==> config.mk <==
export PLATFORM = sky130hd
export DESIGN_NAME = serv_mem_serdes
export DESIGN_NICKNAME = d
export VERILOG_FILES = /design/src/rtl/serv_mem_serdes.sv
export SDC_FILE = /design/constraint.sdc
export NUM_CORES = 1
export LEC_CHECK = 0
export ABC_AREA = 1
export ABC_CLOCK_PERIOD_IN_PS = 3290
export BUFFER_PORTS_ARGS = -buffer_cell sky130_fd_sc_hd__buf_2
export CORE_MARGIN = 2
export CORE_UTILIZATION = 47
export CTS_CLUSTER_SIZE = 16
export DETAILED_ROUTE_END_ITERATION = 6
export PLACE_DENSITY_LB_ADDON = 0.08
export SKIP_LAST_GASP = 1
export SLEW_MARGIN = 20
export SYNTH_ARGS = -nofsm -noshare
export SYNTH_HDL_FRONTEND = slang
export SYNTH_SLANG_ARGS = --single-unit
==> constraint.sdc <==
create_clock -name i_clk -period 3.29 [get_ports i_clk]
set_input_delay 0.1645 -clock i_clk [delete_from_list [all_inputs] [get_ports i_clk]]
set_output_delay 0.1645 -clock i_clk [all_outputs]
set_load 0.01 [all_outputs]
==> src/rtl/serv_mem_serdes.sv <==
// Serial-to-parallel memory bridge: gathers W-bit store beats into a 32-bit
// Wishbone access and streams load results back out LSB-first.
module serv_mem_serdes #(
   parameter int unsigned W = 1
) (
   input  logic          i_clk,
   input  logic          i_rst,
   input  logic          i_req,
   input  logic          i_we,
   input  logic [1:0]    i_size,
   input  logic [1:0]    i_lsb,
   input  logic          i_signed,
   input  logic [W-1:0]  i_dat,
   output logic [W-1:0]  o_dat,
   output logic          o_valid,
   output logic          o_busy,
   output logic          o_done,
   output logic          o_misalign,
   output logic          o_wb_cyc,
   output logic          o_wb_we,
   output logic [3:0]    o_wb_sel,
   output logic [31:0]   o_wb_dat,
   input  logic [31:0]   i_wb_rdt,
   input  logic          i_wb_ack
);

   localparam int unsigned N  = 32 / W;
   localparam int unsigned CW = (N > 1) ? $clog2(N) : 1;

   typedef enum logic [1:0] {
      IDLE      = 2'd0,
      SHIFT_IN  = 2'd1,
      BUS       = 2'd2,
      SHIFT_OUT = 2'd3
   } state_t;

   state_t        r_state;
   state_t        w_next;
   logic [CW-1:0] r_cnt;
   logic [31:0]   r_data;
   logic          r_we;
   logic          r_signed;
   logic [1:0]    r_size;
   logic [1:0]    r_lsb;
   logic          r_done;
   logic          r_mis;

   logic          w_mis;
   logic          w_last;
   logic [31:0]   w_sh;
   logic [31:0]   w_ext;
   logic [31:0]   w_wdat;
   logic [3:0]    w_sel;

   assign w_mis  = (i_size == 2'b01 && i_lsb[0]) || (i_size[1] && i_lsb != 2'b00);
   assign w_last = (r_cnt == CW'(N - 1));

   // Load alignment and extension, store lane replication and byte enables
   always_comb begin
      w_sh = i_wb_rdt >> {r_lsb, 3'b000};
      case (r_size)
         2'b00:   w_ext = {{24{r_signed & w_sh[7]}}, w_sh[7:0]};
         2'b01:   w_ext = {{16{r_signed & w_sh[15]}}, w_sh[15:0]};
         default: w_ext = w_sh;
      endcase
      case (r_size)
         2'b00: begin
            w_wdat = {4{r_data[7:0]}};
            w_sel  = 4'b0001 << r_lsb;
         end
         2'b01: begin
            w_wdat = {2{r_data[15:0]}};
            w_sel  = 4'b0011 << r_lsb;
         end
         default: begin
            w_wdat = r_data;
            w_sel  = 4'b1111;
         end
      endcase
   end

   always_ff @(posedge i_clk) begin
      if (i_rst) r_state <= IDLE;
      else       r_state <= w_next;
   end

   always_comb begin
      w_next = r_state;
      case (r_state)
         IDLE:      if (i_req && !w_mis) w_next = i_we ? SHIFT_IN : BUS;
         SHIFT_IN:  if (w_last) w_next = BUS;
         BUS:       if (i_wb_ack) w_next = r_we ? IDLE : SHIFT_OUT;
         SHIFT_OUT: if (w_last) w_next = IDLE;
         default:   w_next = IDLE;
      endcase
   end

   // Request capture, beat counter and the shared shift register
   always_ff @(posedge i_clk) begin
      if (i_rst) begin
         r_cnt    <= '0;
         r_data   <= '0;
         r_we     <= 1'b0;
         r_signed <= 1'b0;
         r_size   <= 2'b00;
         r_lsb    <= 2'b00;
         r_done   <= 1'b0;
         r_mis    <= 1'b0;
      end else begin
         r_done <= 1'b0;
         r_mis  <= 1'b0;
         case (r_state)
            IDLE: begin
               r_cnt <= '0;
               if (i_req) begin
                  if (w_mis) begin
                     r_mis <= 1'b1;
                  end else begin
                     r_we     <= i_we;
                     r_signed <= i_signed;
                     r_size   <= i_size;
                     r_lsb    <= i_lsb;
                  end
               end
            end
            SHIFT_IN: begin
               r_data <= {i_dat, r_data[31:W]};
               r_cnt  <= r_cnt + CW'(1);
            end
            BUS: begin
               if (i_wb_ack) begin
                  r_cnt <= '0;
                  if (r_we) r_done <= 1'b1;
                  else      r_data <= w_ext;
               end
            end
            SHIFT_OUT: begin
               r_data <= {{W{1'b0}}, r_data[31:W]};
               r_cnt  <= r_cnt + CW'(1);
            end
            default: r_cnt <= '0;
         endcase
      end
   end

   // Bus fields are gated by cyc so they read zero whenever no access is open
   always_comb begin
      o_busy     = (r_state != IDLE);
      o_wb_cyc   = (r_state == BUS);
      o_wb_we    = o_wb_cyc & r_we;
      o_wb_sel   = o_wb_cyc ? w_sel : 4'b0000;
      o_wb_dat   = o_wb_cyc ? w_wdat : 32'd0;
      o_valid    = (r_state == SHIFT_OUT);
      o_dat      = o_valid ? r_data[W-1:0] : {W{1'b0}};
      o_done     = r_done | (o_valid & w_last);
      o_misalign = r_mis;
   end

endmodule

==> impl_metrics.env <==
export IMPL_cts_root_buf="clkbuf_8"
export IMPL_required_ns=3.13
export IMPL_syn2layout_area_growth_pct=14.9
export IMPL_critPathMaxFanout=29
export IMPL_p_sw_share_pct=46.4
export IMPL_p_int_mw=1.35
export IMPL_post_drt_wl_per_cell_um=15.5
export IMPL_crit_path_max_incr_delay_ns=0.46
export IMPL_antenna_cells=0
export IMPL_critPathTopFamily="buffers and inverters"
export IMPL_place_inst=651
export IMPL_numCtsBuffers=5
export IMPL_seq_power_share_pct=36.6
export IMPL_cts_sinks=47
export IMPL_synth_top_area_share_pct=29.5
export IMPL_drc=0
export IMPL_clkSlewWorstSetupHoldPaths_ns=0.09
export IMPL_synth_common_cells="102 x a21oi_1, 98 x nand2_1, 54 x o21ai_1"
export IMPL_nets=623
export IMPL_max_slew_worst_pin_slew_ns=0.693
export IMPL_max_slew_margin_pct=53.7
export IMPL_synth_area_top_cells="dfxtp_1 29%, a21oi_1 16%, nand2_1 12%"
export IMPL_postLayoutCoreUtil_pct=54.9
export IMPL_synth_edff_count=0
export IMPL_core_sq_um=6680
export IMPL_die_width_um=86.4
export IMPL_synth_compound_area_share_pct=32.3
export IMPL_ys_types=29
export IMPL_critical_path_class="reg2out"
export IMPL_wl_um=10200
export IMPL_synth_top_family_by_area="compound AO/OA/AOI/OAI gates"
export IMPL_multi_input_area_sq_um=1880
export IMPL_cts_resized_gates=0
export IMPL_via_per_inst=5.71
export IMPL_post_route_period_util_pct=74.8
export IMPL_htree_levels=2
export IMPL_gr_usage_all_layers_pct=27.2
export IMPL_synth_area_mux_share_pct=0
export IMPL_postSynthAreaPerCell_sq_um=6.12
export IMPL_maxCapViolCount=0
export IMPL_synth_net_count=567
export IMPL_syn_inst=522
export IMPL_p_sw_mw=1.16
export IMPL_pwr_share_comb_pct=45.7
export IMPL_die_y_um=86.4
export IMPL_grt_ovfl_total=0
export IMPL_worstPathCellList="buf_4 -> inv_2 -> nand2_2 -> o22ai_1 -> a211oi_1 -> buf_2"
export IMPL_gp_congestion=0.889
export IMPL_ys_flop_type="dfxtp_1"
export IMPL_period_minus_slack_ns=2.46
export IMPL_synth_seq_cells=47
export IMPL_synth_most_common_cell="a21oi_1"
export IMPL_final_area_sq_um=3670
export IMPL_start_kind="flop"
export IMPL_antenna_found_initial=0
export IMPL_clk_insertion_delay_late_ns=0.31
export IMPL_finalSetupViolCount=0
export IMPL_nFillCells=707
export IMPL_dp_final_hpwl_um=7210
export IMPL_outcome="completed"
export IMPL_synth_cell_area_sq_um=3190
export IMPL_fin_skew_ns=0.0116
export IMPL_antenna_left=0
export IMPL_grt_pass1_wl_um=16300
export IMPL_yosysSeqAreaShare_pct=29.5
export IMPL_yosysWarnings=0
export IMPL_rsz0062_at_grt="no"
export IMPL_tritoncts="built"
export IMPL_hold_buffers=0
export IMPL_dieArea_sq_um=7470
export IMPL_synthXorXnorAreaFrac_pct=0
export IMPL_initial_core_util_pct=47.8
export IMPL_fmax_mhz=406
export IMPL_layout_drive_gt1_share_pct=19.9
export IMPL_firstDrtPassIters=5
export IMPL_p_leak_nw=1.73
export IMPL_cp_slowest_cell="nand2_2"
export IMPL_ir_drop_uv=378
export IMPL_seq_area_sq_um=941
export IMPL_hp_class="in2reg"
export IMPL_num_rows=30
export IMPL_post_dp_cell_area_sq_um=3550
export IMPL_finalHoldViolCount=0
export IMPL_synth_simple_area_share_pct=25.7
export IMPL_via_count=3765
export IMPL_drtIter0Drc=310
export IMPL_grt_pass1_vias=3472
export IMPL_cts_setup_buffers=0
export IMPL_cp_buffers_inverters=3
export IMPL_port_buffers=85
export IMPL_drv_slew=0
export IMPL_clockBufferDepth=2
export IMPL_cp_end_kind="output pin"
export IMPL_async_flop_share_pct=0
export IMPL_crit_arrival_ns=2.30
export IMPL_final_setup_tns_ns=0
export IMPL_synthAdderAreaFrac_pct=0.783
export IMPL_io_pins=86
export IMPL_instances_no_fill=659
export IMPL_power_frac_clock_pct=17.7
export IMPL_synth_area_leader_cell="dfxtp_1"
export IMPL_pwr_density_cell_nw_per_um2=684
export IMPL_grt_max_degree=45
cells in the final DEF (no fill, tap or decap), types with 2 or more instances in the layout:
master	netlist	final
o21ai_0	25	25
dfxtp_1	47	47
a21oi_1	102	102
nand3_4	2	2
inv_2	9	9
nor3_1	2	2
ha_1	2	2
o22ai_1	8	8
o21ai_1	54	54
o211ai_1	7	7
inv_1	36	36
clkbuf_8	0	5
nand3_2	3	3
buf_4	1	4
nor2_1	39	39
nand2_1	98	98
nand3_1	38	38
o21bai_1	2	2
buf_2	10	85
through the flow:
stage | total power, mW | hold slack [ns] | setup WS (ns)
after global placement | 2.04 | 0.398 | 1.07
final | 2.51 | 0.0684 | 0.829
after global routing | 2.69 | 0.0755 | 0.700
after detailed placement | 2.05 | 0.401 | 0.974
after CTS | 2.50 | 0.0680 | 0.882
after floorplan | 1.78 | 0.234 | 1.86
routing by layer:
layer | vias to the layer above | wire length, um | track usage, %
met1 | 1704 | 4340 | 35.3
met3 | 27 | 566 | 3.14
met4 | 0 | 347 | 10.9
li1 | 1878 | - | -
met5 | - | 0 | 0
met2 | 156 | 4940 | 45.8
power groups by stage:
stage                     clock network (mW)  registers (mW)  logic, mW
after floorplan                            0           0.869      0.915
after global placement                     0           0.924       1.12
after detailed placement                   0           0.924       1.13
after CTS                              0.452           0.912       1.13
after global routing                   0.475           0.941       1.27
final                                  0.445           0.919       1.15
layout make-up:
| class | instances | share of cell area (%) |
|---|---|---|
| timing repair buffer | 89 | 12.4 |
| inverter | 47 | 4.88 |
| clock inverter | 3 | 1.30 |
| multi-input combinational | 388 | 51.2 |
| tap | 80 | 2.73 |
| clock buffer | 5 | 1.88 |
| sequential | 47 | 25.6 |
logic make-up (layout without fill, tap and decap cells):
family,Yosys count,count (layout)
AO/OA/AOI/OAI,199,199
AND/OR/NAND/NOR,187,187
buffers and inverters,87,144
flip-flops,47,47
adder cells (fa/ha/maj),2,2
final timing paths:
check	to	slack [ns]	depth (start not counted)	start
max	o_wb_dat[15]	0.83	6	r_size[1]$_SDFFE_PP0P_
min	r_cnt[1]$_SDFFE_PP0N_	0.07	2	i_rst
max reg2reg	r_data[22]$_SDFFE_PP0P_	0.90	8	r_size[1]$_SDFFE_PP0P_
min reg2reg	r_cnt[4]$_SDFFE_PP0N_	0.48	2	r_cnt[4]$_SDFFE_PP0N_
registers in the layout (all words and copies together), names as in the netlist:
signal / count
r_data: 32
r_done: 1
r_size: 2
r_signed: 1
r_we: 1
r_state: 2
o_misalign: 1
r_lsb: 2
r_cnt: 5
worst reg2reg max path: cells and delay by family (launching register included):
family | cells | cell delay (ns)
AOI/OAI and AO/OA | 1 | 0.16
and+or+nand+nor | 5 | 1.27
buffers and inverters | 2 | 0.61
DFF | 1 | 0.31
Note: power is estimated with default switching activity, not from simulation.
